### src/rtl/program_loader.sv
// program_loader: assembles UART bytes big-endian into 32-bit words and writes them to instruction memory.
module program_loader #(
  parameter int          INST_MEM_ADDR_WIDTH = 9,
  parameter logic [31:0] HALT_WORD           = 32'hFFFFFFFF
) (
  input  logic                             i_clk,
  input  logic                             i_reset,
  input  logic                             i_start_load,
  input  logic [7:0]                       i_rx_data,
  input  logic                             i_rx_valid,
  output logic                             o_write_instruction_flag,
  output logic [31:0]                      o_instruction_to_write,
  output logic [INST_MEM_ADDR_WIDTH-1:0]   o_address_to_write_inst,
  output logic                             o_loading,
  output logic                             o_load_done,
  output logic                             o_overflow,
  output logic [INST_MEM_ADDR_WIDTH-2:0]   o_word_count
);
  localparam int AW = INST_MEM_ADDR_WIDTH;
  localparam logic [AW-1:0] LAST_ADDR = {{(AW-2){1'b1}}, 2'b00};
  typedef enum logic [1:0] {IDLE, RECV, WRITE, DONE} state_t;
  state_t          state_q, state_d;
  logic [23:0]     shreg_q;
  logic [1:0]      cnt_q;
  logic [31:0]     inst_q;
  logic [AW-1:0]   addr_q;
  logic [AW-2:0]   wc_q;
  logic            ovf_q;
  logic            restart, accept;
  assign restart = i_start_load && (state_q == IDLE || state_q == DONE);
  assign accept  = i_rx_valid && (state_q == RECV || state_q == WRITE);
  always_ff @(posedge i_clk) begin
    if (i_reset) state_q <= IDLE;
    else         state_q <= state_d;
  end
  always_comb begin
    state_d = state_q;
    case (state_q)
      IDLE, DONE: state_d = i_start_load ? RECV : state_q;
      RECV:       state_d = (i_rx_valid && cnt_q == 2'd3) ? WRITE : RECV;
      WRITE:      state_d = (inst_q == HALT_WORD || addr_q == LAST_ADDR) ? DONE : RECV;
      default:    state_d = IDLE;
    endcase
  end
  // A byte arriving during WRITE is kept so back-to-back streams lose nothing.
  always_ff @(posedge i_clk) begin
    if (i_reset) begin
      shreg_q <= '0;
      cnt_q   <= '0;
      inst_q  <= '0;
      addr_q  <= '0;
      wc_q    <= '0;
      ovf_q   <= 1'b0;
    end else begin
      if (restart) begin
        addr_q <= '0;
        cnt_q  <= '0;
        wc_q   <= '0;
        ovf_q  <= 1'b0;
      end
      if (accept) begin
        shreg_q <= {shreg_q[15:0], i_rx_data};
        cnt_q   <= cnt_q + 2'd1;
        if (state_q == RECV && cnt_q == 2'd3) inst_q <= {shreg_q, i_rx_data};
      end
      if (state_q == WRITE) begin
        wc_q <= wc_q + (AW-1)'(1);
        if (inst_q != HALT_WORD && addr_q == LAST_ADDR) ovf_q <= 1'b1;
        if (state_d == RECV) addr_q <= addr_q + AW'(4);
      end
    end
  end
  always_comb begin
    o_write_instruction_flag = state_q == WRITE;
    o_loading                = state_q == RECV || state_q == WRITE;
    o_load_done              = state_q == DONE;
    o_overflow               = ovf_q;
    o_instruction_to_write   = inst_q;
    o_address_to_write_inst  = addr_q;
    o_word_count             = wc_q;
  end
endmodule

### config.mk
export PLATFORM = sky130hd
export DESIGN_NAME = program_loader
export DESIGN_NICKNAME = d
export VERILOG_FILES = /design/src/rtl/program_loader.sv
export SDC_FILE = /design/constraint.sdc
export NUM_CORES = 1
export LEC_CHECK = 0
export CORE_MARGIN = 3
export CORE_UTILIZATION = 54
export DETAILED_ROUTE_END_ITERATION = 7
export PLACE_DENSITY_LB_ADDON = 0.1
export SYNTH_ARGS = -nofsm -noshare
export SYNTH_HDL_FRONTEND = slang
export SYNTH_SLANG_ARGS = --single-unit
### constraint.sdc
create_clock -name i_clk -period 4.1 [get_ports i_clk]
set_clock_uncertainty 0.2 [all_clocks]
set_input_delay 1.23 -clock i_clk [delete_from_list [all_inputs] [get_ports i_clk]]
set_output_delay 1.23 -clock i_clk [all_outputs]
set_load 0.05 [all_outputs]
* Yosys cells after proc, flatten, opt, wreduce, memory -nomap -nowiden *
Index checks and enable logic that the tools add are counted.

cells by class
  eq/ne operators = 8
  muxes and demuxes = 14
  reductions and logical operators = 13
  add/sub/neg operators = 3

operators with widths
  kind                  count
  $eq 32x32->1 const B  1
  $ne 32x32->1 const B  1
  $mux 9                3
  $mux 8                2
  $mux 2                5
  $add 9x3->9 const B   1
  $eq 9x9->1 const B    1
  $add 8x1->8 const B   1
  $eq 2x2->1 const B    3
  $pmux 2 s3            1
  $logic_and 1x1->1     5
  $eq 2x1->1 const B    2
  $reduce_bool 2->1     2
  $logic_or 1x1->1      3
  $mux 1                3
  $add 2x1->2 const B   1
  $logic_not 2->1       1
  $reduce_and 2->1      1
  $reduce_or 2->1       1

storage, ports and cells
  bits of input ports = 12
  logic and storage cells = 45
  register bits = 78
  output and inout port bits = 53

* Depth between registers and ports, before layout *
  depth after elaboration = 7
  mapped depth = 8

* Worst setup path before layout *
OpenSTA, ideal clock, no wires.

  path kind = flip-flop to output port
  from = register state_q[0]
  to = output port o_loading
  cell stages (with the launch flop) = 4
  arrival time = 1.169 ns
  path slack = 1.501 ns
  cells stage by stage = dfxtp_1 inv_1 ha_1 inv_1

between the ends
  longest elaborated chain between the ends = 2

RTL lines
  element                                   line  text
  start: declaration                        22    state_t state_q, state_d;
  start signal: assignment                  34    else state_q <= state_d;
  $eq 2x1->1 or $eq 2x2->1 (tied branches)  75    o_loading = state_q == RECV || state_q == WRITE;
  $logic_or 1x1->1 *                        75
  end: declaration                          14    output logic o_loading,

Every way passes the cells marked *; elsewhere a longest branch is shown, timed or not.

* Worst setup path after layout *
Ends and elaborated chain as after synthesis.

==> key figures <==
Timing
  • Relative slew slack: 0.4351
  • Post-layout min period: 3640 ps
  • Fin. Hold Viols: 0
  • Tcrit/Tclk final: 0.8879
  • Fmax: 274.7 MHz
  • Post-Route Setup TNS: 0 ps
  • RSZ-0062 raised after global routing: false
  • Max Slew Vio Count: 0
  • Worst Max-Slew Pin Slew: 845.4 ps
  • Final number of setup-violating endpoints: 0

Layout
  • Post-layout nets: 465
  • Area Growth Syn to Fin: 27.32%
  • Final instance count without filler cells: 524
  • Layout cells sized above 1: 0.07743
  • # diodes: 0

Global route
  • First-pass GRT wire length: 12210 µm
  • Largest net degree at the start of global routing: 64
  • Global Route Usage Sum: 0.2353
  • Vias in the first global route: 2643
  • Gr ovfl total: 0
  • Antenna violations before repair: 0

Worst hold path
  • Hold wc startpoint: shreg_q[16]
  • Hold depth: 2
  • Hold endpoint: o_instruction_to_write[24]
  • Hold/Removal Path Class: flip-flop to flip-flop

Setup path
  • Worst R2R End: o_address_to_write_inst[6]
  • Worst Path Required: 2670 ps
  • Reg2reg start: state_q[0]
  • Worst setup SP type: flip-flop
  • Worst reg-to-reg setup slack: 1460 ps
  • CP Class: flip-flop to output pin
  • Highest net fanout along the worst path: 7
  • R2R depth: 7
  • Worst-path cell with the longest stage delay: clkdlybuf4s50_1
  • Worst path max stage delay: 830 ps
  • Crit. End Element: output pin
  • CP Cell Sequence: inv_1, ha_1, inv_1, clkdlybuf4s50_1
  • Arrival time at the worst endpoint: 2210 ps
  • Most used cell, CP: inv_1

Power and ir drop
  • Worst VDD drop: 0.0002353 V
  • Leak: 1.313 nW
  • Pwr dens: 348.1 nW/µm²

Clock tree
  • Post-CTS setup buffer count: 0
  • CTS tree: yes
  • Clock Sinks: 78
  • Max clock buf depth: 2
  • Post_cts resized: 0
  • Skew-Pair Late Insertion Delay: 340 ps
  • Cts hold-fix bufs: 0
  • CTS buffer count: 9
  • H-tree Lvls: 3
  • Root Driver: clkbuf_8
  • Reg clk slew, reported paths: 80 ps

Synthesis
  • Largest family of logic cells by synthesized area: simple AND/OR/NAND/NOR gates
  • Asr flop ratio synth: 0
  • Warnings from Yosys: 0
  • Post-Synth Simple-Gate Area: 0.2576
  • Cell Area, Synth: 3133 µm²
  • Seq cells post-synth: 78
  • Post-Synth XOR/XNOR Area: 0.005591
  • Synth cell types: 39
  • Mapped Nets: 407
  • Number of flops mapped to enable cells by yosys: 0
  • Synth Area in Compound Gates: 0.1637
  • Synth Area in Adders: 0.02396
  • Top FF cell, synth: dfxtp_1
  • Mux contribution to synthesized area: 0.009984
  • Register area share after synthesis: 0.4984
  • Syn avg cell area: 8.054 µm²
  • Synthesized netlist cell count: 389

Drt
  • DR pass1 iterations: 4
  • Detailed Route Iter0 Violations: 111
  • Vias: 2857
  • Per-cell routed wire length: 13.96 µm
  • Metal-1 WL: 3124 µm
  • Vias per cell: 5.452
  • Max layer used: met4
  • Met2 Wirelength: 3782 µm
  • Remaining antenna violation count: 0
  • Routed wl met3: 338 µm
  • # DRC: 0
  • Post-Route WL: 7317 µm

Floorplan
  • Num rows: 27
  • Die height: 82.17 µm
  • Io pins: 65
  • Initial core utilization: 0.5621
  • Core area: 5574 µm²
  • Die W: 82.17 µm
  • DIE AREA: 6752 µm²

Flow run
  • # Max-Cap Violations: 0

Place
  • PortBufs: 64
  • # placed instances: 508
  • GPL Wtd Cong: 0.9114
  • Detail Placement HPWL: 5047 µm

Outcome
  • Status: completed
synth_stat cells, types with 2 or more instances:
cell type  number  share of area
nand2_1       123           0.15
dfxtp_1        78           0.50
a21oi_1        65           0.10
clkbuf_1       18          0.022
nor2_1         16          0.019
inv_1           9          0.011
nand4_1         9          0.018
ha_1            6          0.024
nand3_1         6         0.0096
o221ai_1        5          0.014
nor3_1          4         0.0064
o21ai_1         4         0.0064
or2_2           4         0.0080
and2_1          3         0.0060
and3_2          3         0.0072
o2111ai_1       3         0.0084
a211oi_1        2         0.0048
buf_6           2         0.0072
mux2i_1         2         0.0064
nand2b_1        2         0.0040
nand3b_1        2         0.0048
nor2b_1         2         0.0040
o21ai_0         2         0.0032
or2b_1          2         0.0048
or4_4           2         0.0072
xnor2_1         2         0.0056
state kept, by name (all words and copies together) (netlist names):
name                     count
o_overflow                   1
o_address_to_write_inst      9
shreg_q                     24
o_word_count                 8
state_q                      2
o_instruction_to_write      32
cnt_q                        2
worst max-delay path by stage:
stage               start        end  slack [ps]  cells after the start
2_1_floorplan  state_q[0]  o_loading        1500                      3
3_3_place_gp   state_q[0]  o_loading         890                      4
3_5_place_dp   state_q[0]  o_loading         840                      4
4_1_cts        state_q[0]  o_loading         450                      4
5_1_grt        state_q[0]  o_loading         310                      4
6_report       state_q[0]  o_loading         460                      4
layer usage:
layer	track usage	vias up
li1	-	1437
met1	0.2839	1343
met2	0.4120	69
met3	0.05098	8
met4	0.08306	0
met5	0	-
per-stage QoR:
stage	instance area (µm²)	utilization	hold slack (ps)	setup slack, ps	total power (W)
finish	3989	0.7156	246.7	459.5	0.001389
global route	3989	0.7156	275.8	308.1	0.001442
CTS	3989	0.7156	252.5	449.1	0.001400
detailed placement	3795	0.6808	242.4	844.6	0.0008585
global placement	3795	0.6808	241.6	887.1	0.0008582
floorplan	3133	-	232.2	1501	0.0008326
cell usage in the layout, fill, tap and decap left out, types with 2 or more instances in the layout:
cell type	netlist	layout
nand2_1	123	123
dfxtp_1	78	78
a21oi_1	65	65
clkdlybuf4s50_1	0	63
nor2_1	16	16
clkbuf_8	0	12
inv_1	9	9
nand4_1	9	9
nand3_1	6	6
ha_1	6	6
o221ai_1	5	5
nor3_1	4	4
or2_2	4	4
o21ai_1	4	4
buf_4	0	4
and3_2	3	3
and2_1	3	3
o2111ai_1	3	3
xnor2_1	2	2
nand3b_1	2	2
a211oi_1	2	2
nor2b_1	2	2
or4_4	2	2
nand2b_1	2	2
o21ai_0	2	2
or2b_1	2	2
mux2i_1	2	2
clkinvlp_4	0	2
kinds of logic after synthesis:
kind of cell | after synthesis
xor gates and xnor gates | 2
muxes | 3
and+or+nand+nor | 181
DFF | 78
adders and majority gates | 6
buffers and inverters | 30
AOI/OAI and AO/OA | 89
worst max-delay path: cells and delay by family, from the launching register on:
kind	cells	cell delay (ps)
adders and majority gates	1	370
buffers and inverters	3	1090
DFF	1	410
power breakdown:
group	internal, W	leakage, nW	switching (W)
logic	0.0000241	0.589	0.0000474
registers	0.000764	0.629	0.00000646
clock network	0.000271	0.0950	0.000276
total	0.00106	1.31	0.000330
final cells by class:
type / count / area, µm²
clock buffer: 12 / 165.2
clock inverter: 4 / 28.78
fill: 478 / 1585
inverter: 9 / 33.78
multi-input combinational: 281 / 1444
sequential: 78 / 1562
tap: 72 / 90.09
timing repair buffer: 68 / 665.6
(Power assumes the default switching activity.)
